==> src/rtl/ram_port_arbiter.sv <==
// Shares one single-port synchronous BRAM between the fetch and data ports of the core.
// Optional RAM_ARB_RR_EN: round-robin arbitration replaces data priority plus starvation limit.
module ram_port_arbiter #(
  parameter int unsigned ADDR_WIDTH   = 32,
  parameter int unsigned MEM_AW       = 16,
  parameter int unsigned MEM_LATENCY  = 1,
  parameter int unsigned STARVE_LIMIT = 8
) (
  input  logic                  clk,
  input  logic                  rst_n,
  input  logic                  instr_req_i,
  input  logic [ADDR_WIDTH-1:0] instr_addr_i,
  output logic                  instr_gnt_o,
  output logic                  instr_rvalid_o,
  output logic [31:0]           instr_rdata_o,
  input  logic                  data_req_i,
  input  logic [ADDR_WIDTH-1:0] data_addr_i,
  input  logic                  data_we_i,
  input  logic [3:0]            data_be_i,
  input  logic [31:0]           data_wdata_i,
  output logic                  data_gnt_o,
  output logic                  data_rvalid_o,
  output logic [31:0]           data_rdata_o,
  output logic                  mem_en_o,
  output logic [3:0]            mem_we_o,
  output logic [MEM_AW-1:0]     mem_addr_o,
  output logic [31:0]           mem_wdata_o,
  input  logic [31:0]           mem_rdata_i,
  output logic [15:0]           conflict_cnt_o
);

  localparam logic OwnInstr = 1'b0;
  localparam logic OwnData  = 1'b1;

  logic                   conflict;
  logic                   pick_instr;
  logic                   pick_data;
  logic                   grant_instr;
  logic                   grant_data;
  logic                   grant_any;
  logic [7:0]             starve_q;
  logic [7:0]             starve_d;
  logic [15:0]            conflict_q;
  logic [MEM_LATENCY-1:0] tag_valid_q;
  logic [MEM_LATENCY-1:0] tag_owner_q;
  logic                   unused_addr_bits;

  assign conflict = instr_req_i & data_req_i;

`ifdef RAM_ARB_RR_EN
  logic last_owner_q;
  logic last_owner_d;

  // On a conflict the requester that was not granted most recently wins.
  always_comb begin
    pick_instr   = instr_req_i;
    pick_data    = data_req_i;
    last_owner_d = last_owner_q;
    if (conflict) begin
      pick_instr = (last_owner_q == OwnData);
      pick_data  = ~pick_instr;
    end
    if (pick_instr) begin
      last_owner_d = OwnInstr;
    end else if (pick_data) begin
      last_owner_d = OwnData;
    end
    starve_d = 8'd0;
  end

  always_ff @(posedge clk or negedge rst_n) begin
    if (!rst_n) begin
      last_owner_q <= OwnInstr;
    end else begin
      last_owner_q <= last_owner_d;
    end
  end
`else
  // Data wins conflicts unless fetch has been denied STARVE_LIMIT cycles in a row.
  always_comb begin
    pick_instr = instr_req_i;
    pick_data  = data_req_i;
    if (conflict) begin
      pick_instr = (starve_q == 8'(STARVE_LIMIT));
      pick_data  = ~pick_instr;
    end
    starve_d = (instr_req_i && !pick_instr) ? starve_q + 8'd1 : 8'd0;
  end
`endif

  // Reset also gates the combinational grants so nothing reaches memory while in reset.
  assign grant_instr = pick_instr & rst_n;
  assign grant_data  = pick_data & rst_n;
  assign grant_any   = grant_instr | grant_data;

  assign instr_gnt_o = grant_instr;
  assign data_gnt_o  = grant_data;

  assign mem_en_o    = grant_any;
  assign mem_we_o    = (grant_data && data_we_i) ? data_be_i : 4'b0000;
  assign mem_addr_o  = grant_data ? data_addr_i[MEM_AW+1:2] : instr_addr_i[MEM_AW+1:2];
  assign mem_wdata_o = data_wdata_i;

  assign unused_addr_bits = ^{instr_addr_i, data_addr_i};

  always_ff @(posedge clk or negedge rst_n) begin
    if (!rst_n) begin
      starve_q    <= 8'd0;
      conflict_q  <= 16'd0;
      tag_valid_q <= '0;
      tag_owner_q <= '0;
    end else begin
      starve_q <= starve_d;
      if (conflict && (conflict_q != 16'hFFFF)) begin
        conflict_q <= conflict_q + 16'd1;
      end
      // Stage 0 takes this cycle's grant; the last stage lines up with mem_rdata_i.
      tag_valid_q <= MEM_LATENCY'({tag_valid_q, grant_any});
      tag_owner_q <= MEM_LATENCY'({tag_owner_q, grant_data});
    end
  end

  assign instr_rvalid_o = tag_valid_q[MEM_LATENCY-1] & (tag_owner_q[MEM_LATENCY-1] == OwnInstr);
  assign data_rvalid_o  = tag_valid_q[MEM_LATENCY-1] & (tag_owner_q[MEM_LATENCY-1] == OwnData);
  assign instr_rdata_o  = mem_rdata_i;
  assign data_rdata_o   = mem_rdata_i;
  assign conflict_cnt_o = conflict_q;

endmodule

==> config.mk <==
export PLATFORM = sky130hd
export DESIGN_NAME = ram_port_arbiter
export DESIGN_NICKNAME = d
export VERILOG_FILES = /design/src/rtl/ram_port_arbiter.sv
export SDC_FILE = /design/constraint.sdc
export NUM_CORES = 1
export LEC_CHECK = 0
export BUFFER_PORTS_ARGS = -buffer_cell sky130_fd_sc_hd__buf_2
export CAP_MARGIN = 30
export CORE_AREA = 2 2 105 107
export CTS_CLUSTER_SIZE = 25
export DETAILED_ROUTE_END_ITERATION = 6
export DIE_AREA = 0 0 107 109
export HOLD_SLACK_MARGIN = 0.02
export PLACE_DENSITY_LB_ADDON = 0.25
export SYNTH_ARGS = -nofsm -noshare
export SYNTH_HDL_FRONTEND = slang
export SYNTH_SLANG_ARGS = --single-unit
==> constraint.sdc <==
create_clock -name clk -period 1.8 [get_ports clk]
set_input_delay 0.09 -clock clk [delete_from_list [all_inputs] [get_ports clk]]
set_output_delay 0.09 -clock clk [all_outputs]
set_load 0.01 [all_outputs]
Word-level counts from Yosys, hierarchy flattened

Index checks and enable logic that the tools add are counted.
W data, S select, Z words.

Register bits: 26
Logic and storage cells: 25
Input bits: 137
Output and inout port bits: 137

Bitwise logic cells: 8
Add/subtract/negate cells: 2
Equal/unequal tests: 2
Reductions and logical operators: 4
Multiplexer cells: 5

Operator list:

| operator                | number |
|---|---|
| $add A16 B1 Y16 const B | 1 |
| $mux W16                | 1 |
| $ne A16 B16 Y1 const B  | 1 |
| $add A8 B1 Y8 const B   | 1 |
| $eq A8 B4 Y1 const B    | 1 |
| $mux W8                 | 1 |
| $and A1 B1 Y1           | 5 |
| $mux W4                 | 1 |
| $logic_and A1 B1 Y1     | 3 |
| $mux W1                 | 2 |
| $not A1 Y1              | 2 |
| $logic_not A1 Y1        | 1 |
| $or A1 B1 Y1            | 1 |

Longest topological paths before layout

Word-level depth: 6
Depth in mapped cells: 6
Mapped depth without buffers: 5

Worst setup path after synthesis

Ideal clock, no wire load.

Path type: reg-to-output
Start point: reg starve_q[4]
End point: out mem_addr_o[0]
Path slack: 0.163 ns
Buffers on the path: 1
Stages on the path, launching flop included: 6
Arrival: 1.547 ns
Required time: 1.710 ns
Path through: dfrtp_1 nor4_1 nand4b_1 o211a_1 buf_6 mux2_4

Word-level cells in the longest chain between the ends: 5

RTL lines:

| element                  | line | source |
|---|---|---|
| start: declaration       | 41   | `logic [7:0] starve_q;` |
| start signal: assignment | 113  | `starve_q <= starve_d;` |
| $eq A8 B4 Y1             | 84   | `pick_instr = (starve_q == 8'(STARVE_LIMIT));` |
| $not A1 Y1               | 85   | `pick_data = ~pick_instr;` |
| $mux W1                  | 83   | `if (conflict) begin` |
| $and A1 B1 Y1            | 93   | `assign grant_data = pick_data & rst_n;` |
| $mux W16                 | 101  | `assign mem_addr_o = grant_data ? data_addr_i[MEM_AW+1:2] : instr_addr_i[MEM_AW+1:2];` |
| end: declaration         | 26   | `output logic [MEM_AW-1:0] mem_addr_o,` |

No other way between the ends.

Final worst setup path

Start point: reg starve_q[4]
End point: out mem_addr_o[14]

The elaborated chain is that of the path after synthesis.

==> run_results.csv <==
group,metric,value,unit
timing,finalHoldViolCount,0,
timing,fin_crit_sh,119,%
logic_synthesis,yosys_register_bits,26,
grt,grt_pass1_wl,7060,um
floorplanning,floorplan.die.width,107,um
clocking,tritoncts_num_sinks,26,
cells_and_area,layout-drive-gt1-share,52.3,%
power,power-per-cell-area,624,nW/um^2
clocking,cts_tree,"done",
logic_synthesis,post_synth_most_frequent_cells,"sky130_fd_sc_hd__buf_4, sky130_fd_sc_hd__dfrtp_1, sky130_fd_sc_hd__mux2_4",
min_path,worstHoldPathType,"in2reg",
setup_path,critPathArrivalTime,2050,ps
cells_and_area,fillerInstances,1161,
logic_synthesis,post_synth_num_cell_types,33,
detailed_routing,detailroute.via_count,1466,
clocking,h-tree-depth,1,
floorplanning,die-area,11700,um^2
timing,fin_worst_skew,2.32,ps
place,dp_slack,-54.3,ps
logic_synthesis,ys.flop_type,"sky130_fd_sc_hd__dfrtp_1",
place,detailedPlacementHpwl,3650,um
setup_path,worst_r2r_startpoint,"conflict_cnt_o[0]",
setup_path,critPathMaxStageDelay,400,ps
logic_synthesis,syn_avg_cell_area,9.53,um^2
timing,timing.final.crit_period,2140,ps
floorplanning,placementRows,38,
setup_path,worstSetupStartpoint,"starve_q[4]",
setup_path,timing.rr.end,"conflict_cnt_o[15]",
timing,slew_headroom,75.8,%
cells_and_area,finalNonFillerCells,381,
timing,finalSetupViolCount,21,
logic_synthesis,yosysMostFrequentCell,"sky130_fd_sc_hd__buf_4",
detailed_routing,wl_per_cell,12.8,um
detailed_routing,route.antenna.remaining_nets,0,
logic_synthesis,synth.largest_area_cell,"sky130_fd_sc_hd__buf_4",
setup_path,startpoint_type,"flop",
power,irDropWorstVdd,0.000273,V
cells_and_area,synthToLayoutAreaGrowth,8.64,%
logic_synthesis,yosys_warnings,0,
detailed_routing,initialDrtViolationCount,34,
logic_synthesis,synth-edff-count,0,
cells_and_area,multiInputGateArea,882,um^2
clocking,numCtsBuffers,3,
logic_synthesis,syn_inst,237,
outcome,violations_in_the_final_reports,"setup timing",
clocking,max-clock-path-buffers,2,
logic_synthesis,synth.top_cell.area_share,31.9,%
grt,grt-ovfl-total,0,
detailed_routing,wirelength,4870,um
setup_path,worst_setup_path_endpoint,"mem_addr_o[14]",
setup_path,reg2regPathDepth,6,
floorplanning,initial_standard_cell_utilization_of_the_core,21.3,%
place,dp.cells,373,
place,gp_routability_congestion,0.755,
cells_and_area,num_antenna_cells,0,
place,buffer_ports.inserted,81,
floorplanning,design.core.area,10600,um^2
grt,groute.usage.overall,7.59,%
timing,rsz0062_at_grt,"yes",
detailed_routing,detailedRoute.firstPassIterationCount,4,
place,placed_area,2210,um^2
grt,antenna_found_initial,0,
floorplanning,die_y,109,um
logic_synthesis,synth_top_cells_by_area,"sky130_fd_sc_hd__buf_4, sky130_fd_sc_hd__dfrtp_1, sky130_fd_sc_hd__mux2_4",
min_path,holdPathStages,2,
setup_path,r2r_setup_slack,160,ps
flow_run,cap_violations,0,
floorplanning,io-pin-count,274,
logic_synthesis,postSynthNetCount,377,
timing,worstMarginPinSlew,363,ps
power,leakage_power,1.24,nW
detailed_routing,detail_route.drc_violations,0,
outcome,outcome,"complete, but fails checks",
timing,max_freq,467,MHz
grt,grt_max_degree,29,
logic_synthesis,async_flop_share,100,%
setup_path,setup.worst_path.end_class,"output port",
clocking,clk_transition_reported_paths,90,ps
timing,setup_slack,-341,ps
cells_and_area,post-route-util,23.1,%
setup_path,timing_worst_setup_path_type,"reg2out",
clocking,cts_root_buf,"sky130_fd_sc_hd__clkbuf_8",
setup_path,slowest_stage,"sky130_fd_sc_hd__dfrtp_1",
clocking,clk-insertion-delay-late,270,ps
detailed_routing,via_per_inst,3.85,
setup_path,worstPathCellList,"nor4_2 > nand4b_1 > o211a_4 > buf_12 > mux2_4 > buf_6",
cells_and_area,final_cell_area,2450,um^2
setup_path,crit_required,1710,ps
setup_path,cp_max_fo,11,
cells_and_area,final_nets,383,
logic_synthesis,synth.yosys.seq_area_share,28.8,%
timing,final-max-slew-violation-count,0,
logic_synthesis,synth_area,2260,um^2
grt,first_global_vias,1397,
cells_and_area,sequential_cell_area,651,um^2
## timing repair
item,in CTS,in global routing
pin swaps,2,3
hold buffers,1,0
endpoints found under the setup margin,22,23
cloned,0,1
setup buffers,1,3
resized for setup,18,7
endpoints found under the hold margin,26,0
## through the flow
stage               power [mW]  hold slack (ps)  setup TNS (ps)
floorplan                 1.18             -206               0
global placement          1.16              165           -1080
detailed placement        1.17              158            -674
CTS                       1.55              139           -5940
global route              1.64              166           -7970
finish                    1.53              142           -6390
## cell families (layout without fill, tap and decap cells)
logic type | after synthesis | after routing | share of synthesized area (%)
buf+inv | 103 | 107 | 33.7
simple gates | 60 | 60 | 14.8
flops | 26 | 26 | 28.8
mux | 19 | 19 | 11.9
xor+xnor | 17 | 17 | 6.59
compound gates | 9 | 9 | 2.49
fa+ha+maj | 3 | 3 | 1.66
## routing by layer
metal | GRT usage [%] | part of all wire, % | vias up
li1 | - | - | 709
met1 | 9.80 | 41 | 679
met2 | 11.5 | 49 | 50
met3 | 1.97 | 6.5 | 28
met4 | 4.36 | 3.6 | 0
met5 | 0 | 0 | -
## worst max-delay path: cells and delay by family, from the launching register on
kind	cells	cell delay, ps
multiplexers	1	310
flip-flops	1	400
AO/OA/AOI/OAI	1	290
AND/OR/NAND/NOR	2	490
buffers and inverters	2	280
## cell type report
type                            instances  share of cell area (%)
Tap cell                              140                    7.14
Sequential cell                        26                    26.5
Multi-Input combinational cell        108                    36.0
Timing Repair Buffer                   99                    27.9
Inverter                                5                   0.765
Clock buffer                            3                    1.68
## power by group
part           switching (mW)  leakage [nW]  internal (mW)  total [mW]
logic                   0.194         0.868          0.249       0.443
clock network           0.179        0.0216          0.150       0.329
registers               0.108         0.348          0.651       0.759
total                   0.481          1.24           1.05        1.53
## registers in the layout (all words and copies together), names as in the netlist
| name | cells |
|---|---|
| conflict_cnt_o | 16 |
| starve_q | 8 |
| tag_owner_q | 1 |
| tag_valid_q | 1 |
## worst min path at each step
| stage | startpoint | endpoint | slack (ps) |
|---|---|---|---|
| final | instr_req_i | tag_valid_q | 140 |
| after floorplan | rst_n | conflict_cnt_o[0] | -210 |
| after global placement | rst_n | conflict_cnt_o[5] | 160 |
| after global routing | instr_req_i | tag_valid_q | 170 |
| after detailed placement | rst_n | conflict_cnt_o[5] | 160 |
| after CTS | instr_req_i | tag_valid_q | 140 |
## layout by cell type (no fill, tap or decap), types with 3 or more instances in the layout
| cell type | n |
|---|---|
| sky130_fd_sc_hd__buf_4 | 15 |
| sky130_fd_sc_hd__ha_1 | 3 |
| sky130_fd_sc_hd__nand4_1 | 5 |
| sky130_fd_sc_hd__nor3b_1 | 3 |
| sky130_fd_sc_hd__mux2_4 | 15 |
| sky130_fd_sc_hd__inv_1 | 5 |
| sky130_fd_sc_hd__nand2_1 | 6 |
| sky130_fd_sc_hd__a21oi_1 | 4 |
| sky130_fd_sc_hd__buf_2 | 63 |
| sky130_fd_sc_hd__nor2_1 | 13 |
| sky130_fd_sc_hd__mux2_2 | 3 |
| sky130_fd_sc_hd__xor2_1 | 14 |
| sky130_fd_sc_hd__nand3_1 | 9 |
| sky130_fd_sc_hd__xnor2_1 | 3 |
| sky130_fd_sc_hd__buf_6 | 18 |
| sky130_fd_sc_hd__and3_1 | 6 |
| sky130_fd_sc_hd__clkbuf_8 | 3 |
| sky130_fd_sc_hd__nor3_1 | 5 |
| sky130_fd_sc_hd__dfrtp_1 | 26 |
| sky130_fd_sc_hd__nor4_2 | 3 |
(Power assumes the default switching activity.)
